==> src/rtl/model.sv <==
// Write-only history FIFO: presents the oldest retained entry on dout, overwrites the oldest on a
// write while full. Define MODEL_DROP_NEW_EN to discard writes while full instead.
module model #(
    parameter int unsigned DATA_WIDTH = 8,
    parameter int unsigned DEPTH      = 2   // legal range 2..64
) (
    input  logic                  clk,
    input  logic                  resetn,
    input  logic [DATA_WIDTH-1:0] din,
    input  logic                  wr,
    output logic [DATA_WIDTH-1:0] dout,
    output logic                  full,
    output logic                  empty
);

    localparam int unsigned PTR_W = $clog2(DEPTH);
    localparam int unsigned CNT_W = $clog2(DEPTH + 1);

    localparam logic [PTR_W-1:0] PTR_LAST = PTR_W'(DEPTH - 1);
    localparam logic [CNT_W-1:0] CNT_FULL = CNT_W'(DEPTH);

    logic [DATA_WIDTH-1:0] mem_q [DEPTH];
    logic [DATA_WIDTH-1:0] mem_d [DEPTH];
    logic [PTR_W-1:0]      wr_ptr_q, wr_ptr_d;
    logic [PTR_W-1:0]      rd_ptr_q, rd_ptr_d;
    logic [CNT_W-1:0]      count_q, count_d;
    logic [DATA_WIDTH-1:0] dout_q, dout_d;
    logic                  full_q, full_d;
    logic                  empty_q, empty_d;
    logic                  at_capacity;

    function automatic logic [PTR_W-1:0] ptr_inc(input logic [PTR_W-1:0] p);
        return (p == PTR_LAST) ? '0 : p + 1'b1;
    endfunction

    always_comb begin
        mem_d       = mem_q;
        wr_ptr_d    = wr_ptr_q;
        rd_ptr_d    = rd_ptr_q;
        count_d     = count_q;
        at_capacity = (count_q == CNT_FULL);

        if (wr) begin
            if (!at_capacity) begin
                mem_d[wr_ptr_q] = din;
                wr_ptr_d        = ptr_inc(wr_ptr_q);
                count_d         = count_q + 1'b1;
            end else begin
`ifdef MODEL_DROP_NEW_EN
                // Full: the incoming word is dropped so the oldest history survives.
                mem_d = mem_q;
`else
                // Full: wr_ptr == rd_ptr here, so this write replaces the oldest entry.
                mem_d[wr_ptr_q] = din;
                wr_ptr_d        = ptr_inc(wr_ptr_q);
                rd_ptr_d        = ptr_inc(rd_ptr_q);
`endif
            end
        end

        // Outputs are computed from next state so a write shows up right after its edge.
        dout_d  = (count_d == '0) ? '0 : mem_d[rd_ptr_d];
        full_d  = (count_d == CNT_FULL);
        empty_d = (count_d == '0);
    end

    always_ff @(posedge clk or negedge resetn) begin
        if (!resetn) begin
            for (int i = 0; i < int'(DEPTH); i++) begin
                mem_q[i] <= '0;
            end
            wr_ptr_q <= '0;
            rd_ptr_q <= '0;
            count_q  <= '0;
            dout_q   <= '0;
            full_q   <= 1'b0;
            empty_q  <= 1'b1;
        end else begin
            mem_q    <= mem_d;
            wr_ptr_q <= wr_ptr_d;
            rd_ptr_q <= rd_ptr_d;
            count_q  <= count_d;
            dout_q   <= dout_d;
            full_q   <= full_d;
            empty_q  <= empty_d;
        end
    end

    assign dout  = dout_q;
    assign full  = full_q;
    assign empty = empty_q;

endmodule

==> config.mk <==
export PLATFORM = sky130hd
export DESIGN_NAME = model
export DESIGN_NICKNAME = d
export VERILOG_FILES = /design/src/rtl/model.sv
export SDC_FILE = /design/constraint.sdc
export NUM_CORES = 1
export LEC_CHECK = 0
export CAP_MARGIN = 20
export CORE_MARGIN = 2
export CORE_UTILIZATION = 40
export CTS_BUF_LIST = sky130_fd_sc_hd__clkbuf_4
export DETAILED_ROUTE_END_ITERATION = 12
export PLACE_DENSITY = 0.65
export SLEW_MARGIN = 10
export SYNTH_ARGS = -nofsm -noshare
export SYNTH_HDL_FRONTEND = slang
export SYNTH_SLANG_ARGS = --single-unit
export TNS_END_PERCENT = 100
==> constraint.sdc <==
create_clock -name clk -period 2.96 [get_ports clk]
set_input_delay 0.592 -clock clk [delete_from_list [all_inputs] [get_ports clk]]
set_output_delay 0.592 -clock clk [all_outputs]
set_load 0.02 [all_outputs]
### After elaboration in Yosys (flattened, before gate mapping)

Cells that the tools add are included.
Widths: inputs -> output; s select.

* mux-type cells: 14
* reduce and logical (&&, ||, !) cells: 2
* bitwise gates (word level): 2
* shift-type cells: 0
* add/sub/neg operators: 3
* div/mod/pow operators: 0
* $lt $le $gt $ge: 3
* multipliers: 0
* eq/ne operators: 2

Operators with widths (number)
* $mux 8: 5
* $bwmux 16: 1
* $mux 16: 1
* $demux 8 s1: 1
* $eq 2x2->1 const B: 2
* $ge 2x2->1 const B: 2
* $mux 1: 4
* $mux 2: 2
* $not 1->2: 2
* $add 1x1->1 const B: 2
* $add 2x1->2 const B: 1
* $logic_not 2->1: 1
* $lt 2x1->1 const B: 1
* $logic_and 1x1->1: 1

* bits in writable memories: 0
* bits of input ports: 11
* latch bits: 0
* register bits: 30
* output and inout bits: 10
* ROM bits: 0
* logic and storage cells: 34
* memories: 0

### Depth between registers and ports, before layout

* word-level depth: 11
* depth in mapped cells: 7
* gate-level depth less buffers: 5

### Worst setup path after synthesis

OpenSTA, ideal clock, no wires.

* path type: input port to flip-flop
* from: input port wr
* to: register dout_q[0] (netlist: dout[0])
* required time: 2.813 ns
* path buffers: 2
* data arrival time: 1.388 ns
* setup time: 0.147 ns
* stages: 4
* path slack: 1.425 ns
* cells stage by stage: buf_6 > buf_2 > o32ai_4 > a211oi_2

* elaborated cells on any way between the ends: 9
* those cells by class: 7 x mux; 1 x bitwise; 1 x reduce/logical

RTL lines
* from (decl): line 10 `input logic wr,`
* $mux 2: line 43 `if (wr) begin`
* $logic_not 2->1
* named net empty_d: line 29 `logic empty_q, empty_d;`
* $mux 8: line 62 `dout_d = (count_d == '0) ? '0 : mem_d[rd_ptr_d];`
* named net dout_d[0]: line 27 `logic [DATA_WIDTH-1:0] dout_q, dout_d;`
* to (signal assigned): line 83 `dout_q <= dout_d;`
* to (decl): line 27

The timed path passes the listed nets, and every way through them passes these cells. The select of a mux whose other input is x is not followed.
A chain may end at the register's enable or synchronous reset.

### Worst setup path after layout

* from: register empty_q (netlist: empty)
* to: output port empty

RTL lines
* from (decl): line 29
* from (signal assigned): line 85 `empty_q <= empty_d;`
* to (decl): line 13 `output logic empty`

No word-level cell between the ends.

==> summary.txt <==
Detailed routing
  – Initial drt markers: 21
  – Antenna viol nets, final: 0
  – DRC: 0
  – Highest metal used: met4
  – WL met2: 1.141 mm
  – Met3 wire length: 131 um
  – Detailed Routing Iterations Pass 1: 4
  – Via count: 869
  – Final wirelength: 2.366 mm
  – Vias/cell: 5.052
  – DRT met1 WL: 1.031 mm
  – WL/cell: 13.76 um

Worst setup path
  – Critical Path RT: 2.37 ns
  – R2R depth: 3
  – CP Launch Type: flop
  – Peak per-stage delay on the critical path: 0.59 ns
  – Setup crit end kind: output pin
  – WS Path Type: reg -> out
  – Cell count along the critical path: 1
  – Worst EP arrival: 1.41 ns
  – CP top delay family: buffers and inverters
  – Crit-path max FO: 1
  – CP Buf/Inv Count: 1
  – Cells along the critical path: clkdlybuf4s50_1
  – Slowest cell on crit path: clkdlybuf4s50_1

Global route
  – GRT overflow: 0
  – Tot GR Track Use: 15.31%
  – Number of global-route vias before repair: 894
  – Initial antenna violation count: 0
  – Largest net degree at the start of global routing: 31
  – First-pass GRT wire length: 4.098 mm

Clock network
  – Reg clk slew, reported paths: 0.08 ns
  – CTS tree: built
  – Post-CTS Setup Repair Bufs: 0
  – Number of CTS-inserted buffers: 5
  – Clk_lat worst skew: 0.32 ns
  – CTS Hold Bufs: 0
  – Root buffer cell: clkbuf_4
  – Post-cts gate resize count: 0
  – # clock sinks: 30
  – # H-tree levels: 2
  – CTS max path bufs: 2

STA
  – Final setup TNS: 0 ns
  – Clock skew: 0.01219 ns
  – Final worst-path cycle share: 67.76%
  – Pins Over Slew Limit: 0
  – Final hold violation count: 0
  – Fmax: 0.4986 GHz
  – Final setup violation count: 0
  – Slew @ Worst Pin: 0.6662 ns
  – RSZ-0062 raised after global routing: false
  – Max-slew headroom: 55.59%
  – Final WS setup: 0.9542 ns
  – Min cycle time layout: 2.006 ns

Synth
  – Most common cell in the synthesized netlist: dfrtp_1
  – Share of Yosys cell area claimed by the top area cell type: 54.10%
  – Post-Syn Nets: 116
  – Netlist Area Pre-Place: 0.001341 mm^2
  – Area contributors post-synth: dfrtp_1 (54%), a211oi_2 (7.5%), mux2i_1 (6.0%)
  – Number of synthesized flops with an enable pin: 0
  – Top cells by count, synth: dfrtp_1 (29), inv_1 (11)
  – Synth Area per Inst: 13.02 um^2
  – Synth warn: 0
  – Synth Register Bits: 30
  – Synth area leader: dfrtp_1
  – Cells after Synth: 103
  – Sequential area share after synthesis: 56.06%
  – FFs w/ async S/R, synth: 100.0%
  – Ys flop type: dfrtp_1
  – Count of different cell masters after synthesis: 21

Placement
  – Pre-CTS WS: 0.6391 ns
  – Placed cell count: 164
  – Placed inst area: 0.001558 mm^2
  – GPL Wtd Cong: 0.7219
  – Number of port buffers: 20
  – Dpl hpwl: 1.697 mm

Cells and area
  – Layout net count: 138
  – Share of cells above drive strength 1: 17.46%
  – Inserted Diodes: 0
  – Final instance area: 0.001618 mm^2
  – Non-Filler Instances: 172
  – Area grow syn2layout: 20.62%

Pwr
  – Power density over cell area: 1088 mW/mm^2
  – Internal cell power: 1.119 mW
  – Final Power: 1.760 mW
  – Clk pwr share: 13.9%
  – Sw Pwr: 0.6405 mW
  – Sw Share: 36.39%
  – Comb pwr share: 45.7%
  – Max IR drop VDD: 0.4842 mV
  – Sequential share of power: 40.4%
  – P_leak: 0.8101 nW

Job
  – Number of max-cap violations: 0

Floorplanning
  – FP Rows: 21
  – Placeable Area: 0.003284 mm^2
  – Die width: 61.91 um
  – Top-level I/O count: 21
  – Die Span Y: 61.91 um
  – Full die area: 0.003832 mm^2
  – Initial core utilization: 40.84%

Hold path
  – Worst min path class: reg -> reg
  – Min-Delay Path Depth: 1

Outcome
  – Status: finished clean
registers in the layout, summed over array words and instances (netlist names):
| register | flops |
|---|---|
| mem_q | 16 |
| wr_ptr_q | 1 |
| count_q | 2 |
| rd_ptr_q | 1 |
| dout | 8 |
| empty | 1 |
| full | 1 |
path summary, 6_finish.rpt:
kind / start / end / slack, ns
min in group asynchronous: resetn / dout[4] / 0.64
hold / removal: mem_q[0] / mem_q[0] / 0.48
max in group asynchronous: resetn / empty / 1.99
hold reg to reg: mem_q[0] / mem_q[0] / 0.48
setup / recovery: empty / empty / 0.95
setup reg to reg: wr_ptr_q / dout[7] / 1.33
per-layer routing:
metal | vias up | GRT usage (%)
met5 | - | 0
li1 | 414 | -
met4 | 0 | 6.383
met2 | 21 | 24.96
met3 | 6 | 6.625
met1 | 428 | 17.65
through the flow:
stage,util (%),hold WS [ns]
after floorplan,-,0.2964
after global placement,47.43,0.4577
after detailed placement,47.43,0.4677
after CTS,49.26,0.4865
after global routing,49.26,0.5075
final,49.26,0.4840
power by group through the flow:
stage | Clock [mW] | Combinational [mW] | Sequential, mW
6_report | 0.245 | 0.804 | 0.710
5_1_grt | 0.274 | 0.900 | 0.735
4_1_cts | 0.257 | 0.819 | 0.711
3_5_place_dp | 0 | 0.818 | 0.720
3_3_place_gp | 0 | 0.795 | 0.707
2_1_floorplan | 0 | 0.552 | 0.770
kinds of logic after synthesis:
family | count (synthesis) | synth area share (%)
AO/OA/AOI/OAI | 28 | 20.71
XOR/XNOR | 1 | 0.6531
adder cells (fa/ha/maj) | 2 | 1.865
buffers and inverters | 18 | 7.276
flip-flops | 30 | 56.06
multiplexers | 8 | 5.970
AND/OR/NAND/NOR | 16 | 7.463
placed cells by master, fill, tap and decap left out, drive strengths merged:
cell type      Yosys  routed
o32ai              1       1
nand2b             2       2
dfrtp             29      29
a21bo              1       1
mux2i              8       8
buf                7       2
o21ai              2       2
dfstp              1       1
nand2              3       3
and3               8       8
a221oi             8       8
xor2               1       1
clkdlybuf4s50      0      20
nand3b             1       1
a211oi             8       8
inv               11      11
a21o               8       8
and2               1       1
clkbuf             0       8
nor2b              1       1
ha                 2       2
area by class of cell:
cell class	count	area [um^2]
clock buffer	8	60.06
fill	322	1667
inverter	11	41.29
multi-input combinational	55	491.7
sequential	30	752.0
tap	46	57.56
timing repair buffer	22	215.2
Note: power is estimated with default switching activity, not from simulation.
